==> src/rtl/srl_fifo_ctl_pkg.sv <==
// srl_fifo_ctl_pkg: shared storage sizes and word type for the SRL-based FIFO
package srl_fifo_ctl_pkg;
  localparam int SRL_DEPTH = 16;
  localparam int CNT_W = 5;
  typedef logic [15:0] word_t;
endpackage

==> src/rtl/srl_fifo_ctl_srl16x16e.sv <==
// srl16x16e: 16-stage x 16-bit addressable shift register, new word enters at stage 0
module srl16x16e
  import srl_fifo_ctl_pkg::*;
(
  input  logic       clk,
  input  logic       ce,
  input  logic [3:0] a,
  input  word_t      d,
  output word_t      y
);
  word_t sr [SRL_DEPTH];
  always_ff @(posedge clk) begin
    if (ce) begin
      sr[0] <= d;
      for (int i = 1; i < SRL_DEPTH; i++) sr[i] <= sr[i-1];
    end
  end
  assign y = sr[a];
endmodule

==> src/rtl/srl_fifo_ctl.sv <==
// srl_fifo_ctl: ready/valid FIFO controller over srl16x16e with registered output word.
// Define SRL_FIFO_LEVEL_EN to expose the shift-register occupancy on the level port.
module srl_fifo_ctl
  import srl_fifo_ctl_pkg::*;
#(
  parameter int WIDTH = 16,
  parameter int AFULL = 12
) (
  input  logic             clk,
  input  logic             rst_n,
  input  logic [WIDTH-1:0] in_data,
  input  logic             in_valid,
  output logic             in_ready,
  output logic [WIDTH-1:0] out_data,
  output logic             out_valid,
  input  logic             out_ready,
  output logic             afull
`ifdef SRL_FIFO_LEVEL_EN
  ,
  output logic [CNT_W-1:0] level
`endif
);
  logic [CNT_W-1:0] cnt, cnt_nxt;
  logic push, load, pop_out;
  word_t y;
  assign in_ready = cnt != CNT_W'(SRL_DEPTH);
  assign push = in_valid & in_ready;
  assign pop_out = out_valid & out_ready;
  assign load = (cnt != '0) & (~out_valid | out_ready);
  always_comb cnt_nxt = (push & ~load) ? cnt + CNT_W'(1) : (load & ~push) ? cnt - CNT_W'(1) : cnt;
  // oldest word always sits at cnt-1; a same-cycle shift moves the next-oldest into that slot
  srl16x16e u_srl (
    .clk,
    .ce(push),
    .a (cnt[3:0] - 4'd1),
    .d (in_data),
    .y
  );
  always_ff @(posedge clk or negedge rst_n) begin
    if (!rst_n) begin
      cnt <= '0;
      afull <= 1'b0;
      out_valid <= 1'b0;
      out_data <= '0;
    end else begin
      cnt <= cnt_nxt;
      afull <= cnt_nxt >= CNT_W'(AFULL);
      if (load) begin
        out_data <= y;
        out_valid <= 1'b1;
      end else if (pop_out) begin
        out_valid <= 1'b0;
      end
    end
  end
`ifdef SRL_FIFO_LEVEL_EN
  assign level = cnt;
`endif
endmodule

==> config.mk <==
export PLATFORM = sky130hd
export DESIGN_NAME = srl_fifo_ctl
export DESIGN_NICKNAME = d
export VERILOG_FILES = /design/src/rtl/srl_fifo_ctl_pkg.sv /design/src/rtl/srl_fifo_ctl_srl16x16e.sv /design/src/rtl/srl_fifo_ctl.sv
export SDC_FILE = /design/constraint.sdc
export NUM_CORES = 1
export LEC_CHECK = 0
export CAP_MARGIN = 20
export CORE_MARGIN = 3
export CORE_UTILIZATION = 50
export DETAILED_ROUTE_END_ITERATION = 10
export PLACE_DENSITY = 0.67
export SYNTH_ARGS = -nofsm -noshare
export SYNTH_HDL_FRONTEND = slang
export SYNTH_SLANG_ARGS = --single-unit
==> constraint.sdc <==
create_clock -name clk -period 17.4 [get_ports clk]
set_input_delay 5.22 -clock clk [delete_from_list [all_inputs] [get_ports clk]]
set_output_delay 5.22 -clock clk [all_outputs]
set_load 0.02 [all_outputs]
==> results of run 1 <==
==> cell type report <==
class	instances	area, sq um
clock inverters	17	218
clock buffers	35	768
multi-input cells	164	2310
repair buffers	44	438
fillers	1410	8270
flip-flops and latches	279	8270
inverters	5	18.8
well taps	270	338
==> Yosys cell counts (3+ instances only) <==
library cell               count
sky130_fd_sc_hd__nand2_1       3
sky130_fd_sc_hd__edfxtp_1    256
sky130_fd_sc_hd__dfrtp_1      23
sky130_fd_sc_hd__clkbuf_1      9
sky130_fd_sc_hd__mux4_2       64
sky130_fd_sc_hd__o22ai_1      16
sky130_fd_sc_hd__a21o_1       17
sky130_fd_sc_hd__o21ai_0       3
sky130_fd_sc_hd__inv_1         5
sky130_fd_sc_hd__buf_4         4
sky130_fd_sc_hd__buf_2         8
sky130_fd_sc_hd__ha_1          3
sky130_fd_sc_hd__xor2_1        4
sky130_fd_sc_hd__mux2i_1      33
==> state kept, by name, summed over array words and instances, names as in the netlist <==
register	cells
afull	1
cnt	5
out_data	16
out_valid	1
u_srl.sr	256
==> cell families (layout without fill, tap and decap cells) <==
family / Yosys count / after routing
multiplexers: 97 / 97
AND/OR/NAND/NOR: 16 / 16
buffers and inverters: 29 / 101
AO/OA/AOI/OAI: 42 / 42
XOR/XNOR: 6 / 6
adder cells (fa/ha/maj): 3 / 3
flip-flops: 279 / 279
==> path summary, 6_finish.rpt <==
| path | start | endpoint | cells past startpoint |
|---|---|---|---|
| min in group asynchronous | rst_n | out_data[8] | 2 |
| worst max register to register | cnt[0] | u_srl.sr[7][15] | 6 |
| worst min-delay path | u_srl.sr[4][2] | u_srl.sr[5][2] | 0 |
| worst max-delay path | cnt[0] | in_ready | 5 |
| max in group asynchronous | rst_n | cnt[0] | 2 |
| worst min register to register | u_srl.sr[4][2] | u_srl.sr[5][2] | 0 |
==> routing by layer <==
layer	share of wire (%)	vias up	GRT usage, %
li1	-	2084	-
met1	46	2575	22.8
met2	48	107	23.8
met3	3.6	29	2.27
met4	1.9	0	4.24
met5	0	-	0
==> power groups by stage <==
stage	Combinational, mW	Sequential, mW	Clock (mW)
floorplan	0.566	0.975	0
global placement	0.732	0.969	0
detailed placement	0.748	0.981	0
CTS	0.755	0.968	0.640
global route	0.799	0.983	0.670
finish	0.744	0.966	0.626
==> metrics by stage <==
| stage | total power [mW] | setup slack [ps] | hold WS (ps) |
|---|---|---|---|
| 6_report | 2.34 | 9340 | 442 |
| 5_1_grt | 2.45 | 9150 | 451 |
| 4_1_cts | 2.36 | 9280 | 443 |
| 3_5_place_dp | 1.73 | 9300 | 428 |
| 3_3_place_gp | 1.70 | 9440 | 423 |
| 2_1_floorplan | 1.54 | 498 | 421 |
==> worst reg2reg max path, stage by stage (launching register included) <==
cell and delay (ps):
sky130_fd_sc_hd__dfrtp_4 840, sky130_fd_sc_hd__inv_1 220, sky130_fd_sc_hd__ha_2 250, sky130_fd_sc_hd__and4bb_2 290, sky130_fd_sc_hd__nor2_4 120, sky130_fd_sc_hd__buf_12 610, sky130_fd_sc_hd__buf_4 1090
==> layout by cell type (no fill, tap or decap), drive strengths merged, types with 2 or more instances in the layout <==
master,instances
clkdlybuf4s50,38
nand2,4
nand4,2
bufinv,5
inv,6
edfxtp,256
o22ai,16
buf,6
a211oi,2
dfrtp,23
a21o,17
o21ai,3
clkbuf,35
ha,3
o211ai,2
mux4,64
clkinv,10
xnor2,2
xor2,4
mux2i,33
==> out/qor_table.md, run 1 <==
| Item | Value |
| --- | --- |
| EDFF count, synth | 256 |
| Core Box Area | 20,600 sq um |
| Top achievable clock speed | 124 MHz |
| Xor/xnor share of the synthesized area | 0.561% |
| Maximum Capacitance Violations | 0 |
| Net switching power | 0.700 mW |
| Gate power share | 31.8% |
| Final weighted congestion in routability-driven placement | 0.783 |
| Clk pwr share | 26.8% |
| Cell area after synthesis | 10,700 sq um |
| Slowest library cell on the worst path | sky130_fd_sc_hd__dfrtp_4 |
| Cell type contributing the most total cell area after synthesis | sky130_fd_sc_hd__edfxtp_1 |
| Post-layout instance area | 12,400 sq um |
| Outcome | complete, no violations |
| Setup repair after global routing missed its margin | no |
| Initial DRC count | 398 |
| Type of the worst setup path | register to output port |
| Cell Count Post-Placement | 762 |
| Width of the die | 152 microns |
| Effective utilization at floorplan | 51.9% |
| Final Skew | 9.46 ps |
| Area added between synthesis and finish | 15.4% |
| Buffering stage count on the worst path with inverters included | 3 |
| TritonCTS clock tree | done |
| Worst-path fanout max | 33 |
| Clock root buffer master | sky130_fd_sc_hd__clkbuf_16 |
| Leading post-synthesis cells by cell area | sky130_fd_sc_hd__edfxtp_1 72%, sky130_fd_sc_hd__mux4_2 13%, sky130_fd_sc_hd__dfrtp_1 5.4% |
| Avg Cell Area, Syn | 22.7 sq um |
| Number of antenna repair diodes | 0 |
| Main flop type after synthesis | sky130_fd_sc_hd__edfxtp_1 |
| Maximum buffer depth of the clock tree | 3 |
| Number of setup violations in the final report | 0 |
| Proportion of power drawn by flip-flops and latches | 41.4% |
| Relative slew slack | 35.5% |
| Asr flop ratio synth | 8.24% |
| Family of cells with the greatest summed delay on the critical path | buffers and inverters |
| Clk_lat worst skew | 520 ps |
| Wire length of the first global-routing pass | 28.6 mm |
| Number of max-slew violations in the final report | 0 |
| Share of Yosys cell area claimed by the top area cell type | 71.8% |
| CTS Hold Buffers Added | 0 |
| Total clock sinks | 279 |
| Type of the worst min-delay path | register to register |
| Via count | 4,795 |
| Total global routing track utilization | 15.2% |
| Internal Dissipation | 1.64 mW |
| Summed negative setup slack over all endpoints | 0 ps |
| Peak per-stage delay on the critical path | 840 ps |
| Critical Path Source Type | register |
| WP data arrival | 2840 ps |
| Placed cell area | 11,400 sq um |
| Share of synthesized area spent on multiplexers | 16.6% |
| Antenna Violating Nets Remaining | 0 |
| Vias in the first global route | 5,001 |
| Clock-pin slew reported for the worst setup and hold paths after clock tree synthesis | 60 ps |
| Global route total overflow | 0 |
| Number of synthesized register bits | 279 |
| Adder and majority cell fraction of the synthesized area | 0.351% |
| Std cell rows | 52 |
| Worst IR drop on VDD | 0.102 mV |
| Routed wire length | 17.6 mm |
| Max H-tree Level | 1 |
| Worst-path cell chain | inv_1 > ha_2 > and4bb_2 > inv_1 > clkdlybuf4s50_1 |
| Num CTS Buffers | 28 |
| Post-layout net count | 545 |
| Largest net degree at the start of global routing | 180 |
| Number of instances resized during post-cts repair | 0 |
| Half-perimeter wire length after detailed placement | 10.1 mm |
| Count of unresolved DRC violations after routing | 0 |
| CP most frequent cell | sky130_fd_sc_hd__inv_1 |
| Number of library cell types mapped by synthesis | 35 |
| Number of buffer cells added on primary ports | 38 |
| Net switching fraction of the power | 30.0% |
| Fin cells | 814 |
| Power density normalized to cell area | 189 nW/um^2 |
| Fraction of final layout cells sized beyond drive strength 1 | 23.2% |
| Setup slack on the worst flop-to-flop path | 13,580 ps |
| Top-Level Pins | 39 |
| Setup repair bufs after CTS | 0 |
| Leakage power total | 4.32 nW |
| Post-synth net total | 495 |
| Final number of hold-violating endpoints | 0 |
| CP Data Required Time | 12,180 ps |
| Compound-cell area share of the yosys netlist | 2.79% |
| Post-Syn Instances | 472 |
| Antenna violations before repair | 0 |
| Wire length per cell | 21.6 microns |
| Time the final worst path needs with I/O delays and setup | 8060 ps |
| Main combinational cell family by area after synthesis | multiplexers |
| Vertical die dimension | 152 microns |
| Detail-routed via count per cell | 5.89 |
| Post-synthesis share of cell area spent on and, or, nand and nor gates | 1.02% |
| Die area | 23,200 sq um |
| First drt pass iteration count | 5 |
| Worst-margin pin slew | 968 ps |
| Final clock period utilization by the worst path | 46.3% |
| Layout Utilization | 59.9% |
| Type of destination of the critical path | output port |
| Count of warnings emitted by yosys | 0 |
| Register area share after synthesis | 77.2% |
(Power assumes the default switching activity.)
==> inputs of run 2 (changes only) <==
--- a/config.mk
+++ b/config.mk
@@ -9,7 +9,7 @@
 export CORE_MARGIN = 3
 export CORE_UTILIZATION = 50
 export DETAILED_ROUTE_END_ITERATION = 10
-export PLACE_DENSITY = 0.67
+export PLACE_DENSITY = 0.7
 export SYNTH_ARGS = -nofsm -noshare
 export SYNTH_HDL_FRONTEND = slang
 export SYNTH_SLANG_ARGS = --single-unit
==> constraint.sdc (replaced) <==
create_clock -name clk -period 7.3 [get_ports clk]
set_input_delay 2.19 -clock clk [delete_from_list [all_inputs] [get_ports clk]]
set_output_delay 2.19 -clock clk [all_outputs]
set_load 0.02 [all_outputs]
==> out/qor_table.md, run 2 (synthesized netlist as in run 1, its figures left out) <==
| Item | Value | vs previous |
| --- | --- | --- |
| Outcome | complete, no violations | unchanged |
| Leakage power total | 4.28 nW | was 4.32 nW |
| Endpoint with the worst hold slack | u_srl.sr[2][5] | was u_srl.sr[5][2] |
| Clk_lat worst skew | 530 ps | was 520 ps |
| Post-layout instance area | 12,300 sq um | was 12,400 sq um |
| First drt pass iteration count | 4 | was 5 |
| Commonest cells after routing, fill and taps aside | 256 x sky130_fd_sc_hd__edfxtp_1, 64 x sky130_fd_sc_hd__mux4_2, 38 x sky130_fd_sc_hd__clkdlybuf4s50_1 | unchanged |
| Number of buffer cells added on primary ports | 38 | unchanged |
| Final weighted congestion in routability-driven placement | 0.804 | was 0.783 |
| Register name with the most flops | u_srl.sr | unchanged |
| Number of max-slew violations in the final report | 0 | unchanged |
| Global route total overflow | 0 | unchanged |
| Largest register FFs | 256 | unchanged |
| Worst-margin pin slew | 961 ps | was 968 ps |
| Min-Delay Startpoint | u_srl.sr[1][5] | was u_srl.sr[4][2] |
| Largest regs | u_srl.sr (256), out_data (16), cnt (5) | unchanged |
| Worst IR drop on VDD | 0.306 mV | was 0.102 mV |
| Final clock period utilization by the worst path | 64.3% |  |
| Maximum buffer depth of the clock tree | 3 | unchanged |
| FILL cells | 1,406 | was 1,410 |
| Initial DRC count | 460 | was 398 |
| Beginning of the worst register-to-register path | cnt[0] | unchanged |
| Final Skew | 9.06 ps | was 9.46 ps |
| Area added between synthesis and finish | 14.9% | was 15.4% |
| Setup repair bufs after CTS | 0 | unchanged |
| Final number of hold-violating endpoints | 0 | unchanged |
| Total clock sinks | 279 | unchanged |
| Placed cell area | 11,400 sq um | about the same |
| Global-route track usage on met1 | 23.0% | was 22.8% |
| Setup repair after global routing missed its margin | no | unchanged |
| Number of antenna repair diodes | 0 | unchanged |
| Critical Path Source Type | register | unchanged |
| Vias in the first global route | 5,065 | was 5,001 |
| Most common cell after layout, fill and taps aside | sky130_fd_sc_hd__edfxtp_1 | unchanged |
| Gr busiest metal | met1 | was met2 |
| FF-to-FF path depth | 7 | was 6 |
| Vertical die dimension | 152 microns | unchanged |
| Time the final worst path needs with I/O delays and setup | 4690 ps |  |
| Routed wire length | 17.1 mm | was 17.6 mm |
| Maximum Capacitance Violations | 0 | unchanged |
| Post-layout net count | 547 | was 545 |
| Die area | 23,200 sq um | unchanged |
| Half-perimeter wire length after detailed placement | 9.58 mm | was 10.1 mm |
| Clock-pin slew reported for the worst setup and hold paths after clock tree synthesis | 60 ps | about the same |
| Hold-critical path depth | 0 | unchanged |
| CTS Hold Buffers Added | 0 | unchanged |
| Largest net degree at the start of global routing | 145 | was 180 |
| Detail-routed via count per cell | 5.78 | was 5.89 |
| Width of the die | 152 microns | unchanged |
| Wire length of the first global-routing pass | 28.5 mm | was 28.6 mm |
| Relative slew slack | 35.9% | was 35.5% |
| Core Box Area | 20,600 sq um | unchanged |
| Summed negative setup slack over all endpoints | 0 ps | unchanged |
| Num CTS Buffers | 28 | unchanged |
| Global Route met2 Usage | 22.8% | was 23.8% |
| Worst-path fanout max | 17 | was 33 |
| Top achievable clock speed | 213 MHz |  |
| Setup slack on the worst flop-to-flop path | 4330 ps | was 13,580 ps |
| Type of the worst setup path | register to output port | unchanged |
| Std cell rows | 52 | unchanged |
| Type of the worst min-delay path | register to register | unchanged |
| Total global routing track utilization | 15.0% | was 15.2% |
| TritonCTS clock tree | done | unchanged |
| WP data arrival | 2500 ps | was 2840 ps |
| Power density normalized to cell area | 441 nW/um^2 | was 189 nW/um^2 |
| Clock root buffer master | sky130_fd_sc_hd__clkbuf_16 | unchanged |
| Antenna violations before repair | 0 | unchanged |
| Wire length per cell | 21.0 microns | was 21.6 microns |
| Fraction of final layout cells sized beyond drive strength 1 | 21.5% | was 23.2% |
| Max H-tree Level | 1 | unchanged |
| Count of unresolved DRC violations after routing | 0 | unchanged |
| Number of setup violations in the final report | 0 | unchanged |
| GR met3 Demand/Resource | 2.50% | was 2.27% |
| Endpoint of the lowest-slack register-to-register path | out_data[11] | was u_srl.sr[7][15] |
| Number of instances resized during post-cts repair | 0 | unchanged |
| Antenna Violating Nets Remaining | 0 | unchanged |
| CP Data Required Time | 5110 ps | was 12,180 ps |
| Via count | 4,703 | was 4,795 |
| Top-Level Pins | 39 | unchanged |
| Type of destination of the critical path | output port | unchanged |
| Effective utilization at floorplan | 51.9% | unchanged |
==> run 2: changes by cell type in the layout (fill, tap and decap cells not counted), sizes merged <==
cell	delta
bufinv	-3
buf	+2
clkinv	+2
inv	-1
==> run 2: per-layer routing <==
layer  part of all wire, %  up-vias
li1                      -     2092
met1                    46     2470
met2                    48      113
met3                   4.6       28
met4                   1.7        0
met5                     0        -
==> run 2: layout make-up <==
type                       count  area (sq um)  share of cell area (%)
sequential                   279          8270                    67.3
timing repair buffer          46           498                    4.05
clock buffer                  35           748                    6.09
clock inverter                15           116                   0.947
tap                          270           338                    2.75
multi-input combinational    164          2310                    18.8
inverter                       5          18.8                   0.153
==> run 2: stage by stage <==
step | hold slack (ps) | instances | worst slack (ps) | utilization, % | total power, mW
after detailed placement | 428 | 762 | 2460 | 55.2 | 4.10
after floorplan | 421 | 472 | 696 | - | 3.63
final | 441 | 814 | 2610 | 59.6 | 5.42
after global routing | 448 | 814 | 2470 | 59.6 | 5.70
after CTS | 443 | 812 | 2550 | 59.4 | 5.48
after global placement | 424 | 762 | 2590 | 55.2 | 4.04
==> run 2: worst max path at each step <==
stage,endpoint,start,depth (start not counted)
3_5_place_dp,u_srl.sr[1][10],in_valid,4
3_3_place_gp,u_srl.sr[0][10],in_valid,4
5_1_grt,in_ready,cnt[0],5
6_report,in_ready,cnt[0],5
4_1_cts,in_ready,cnt[0],5
2_1_floorplan,cnt[0],in_valid,5
==> run 2: power by group <==
| part | internal, mW | leakage, nW | switching (mW) |
|---|---|---|---|
| Combinational | 0.904 | 1.09 | 0.900 |
| Sequential | 2.09 | 2.77 | 0.176 |
| Clock | 0.790 | 0.419 | 0.557 |
| Total | 3.79 | 4.28 | 1.63 |
==> run 2: critical path, stage by stage, from the launching register on <==
cell and delay (ps):
sky130_fd_sc_hd__dfrtp_4 620, sky130_fd_sc_hd__inv_1 150, sky130_fd_sc_hd__ha_2 230, sky130_fd_sc_hd__and4bb_2 290, sky130_fd_sc_hd__inv_1 90, sky130_fd_sc_hd__clkdlybuf4s50_1 600
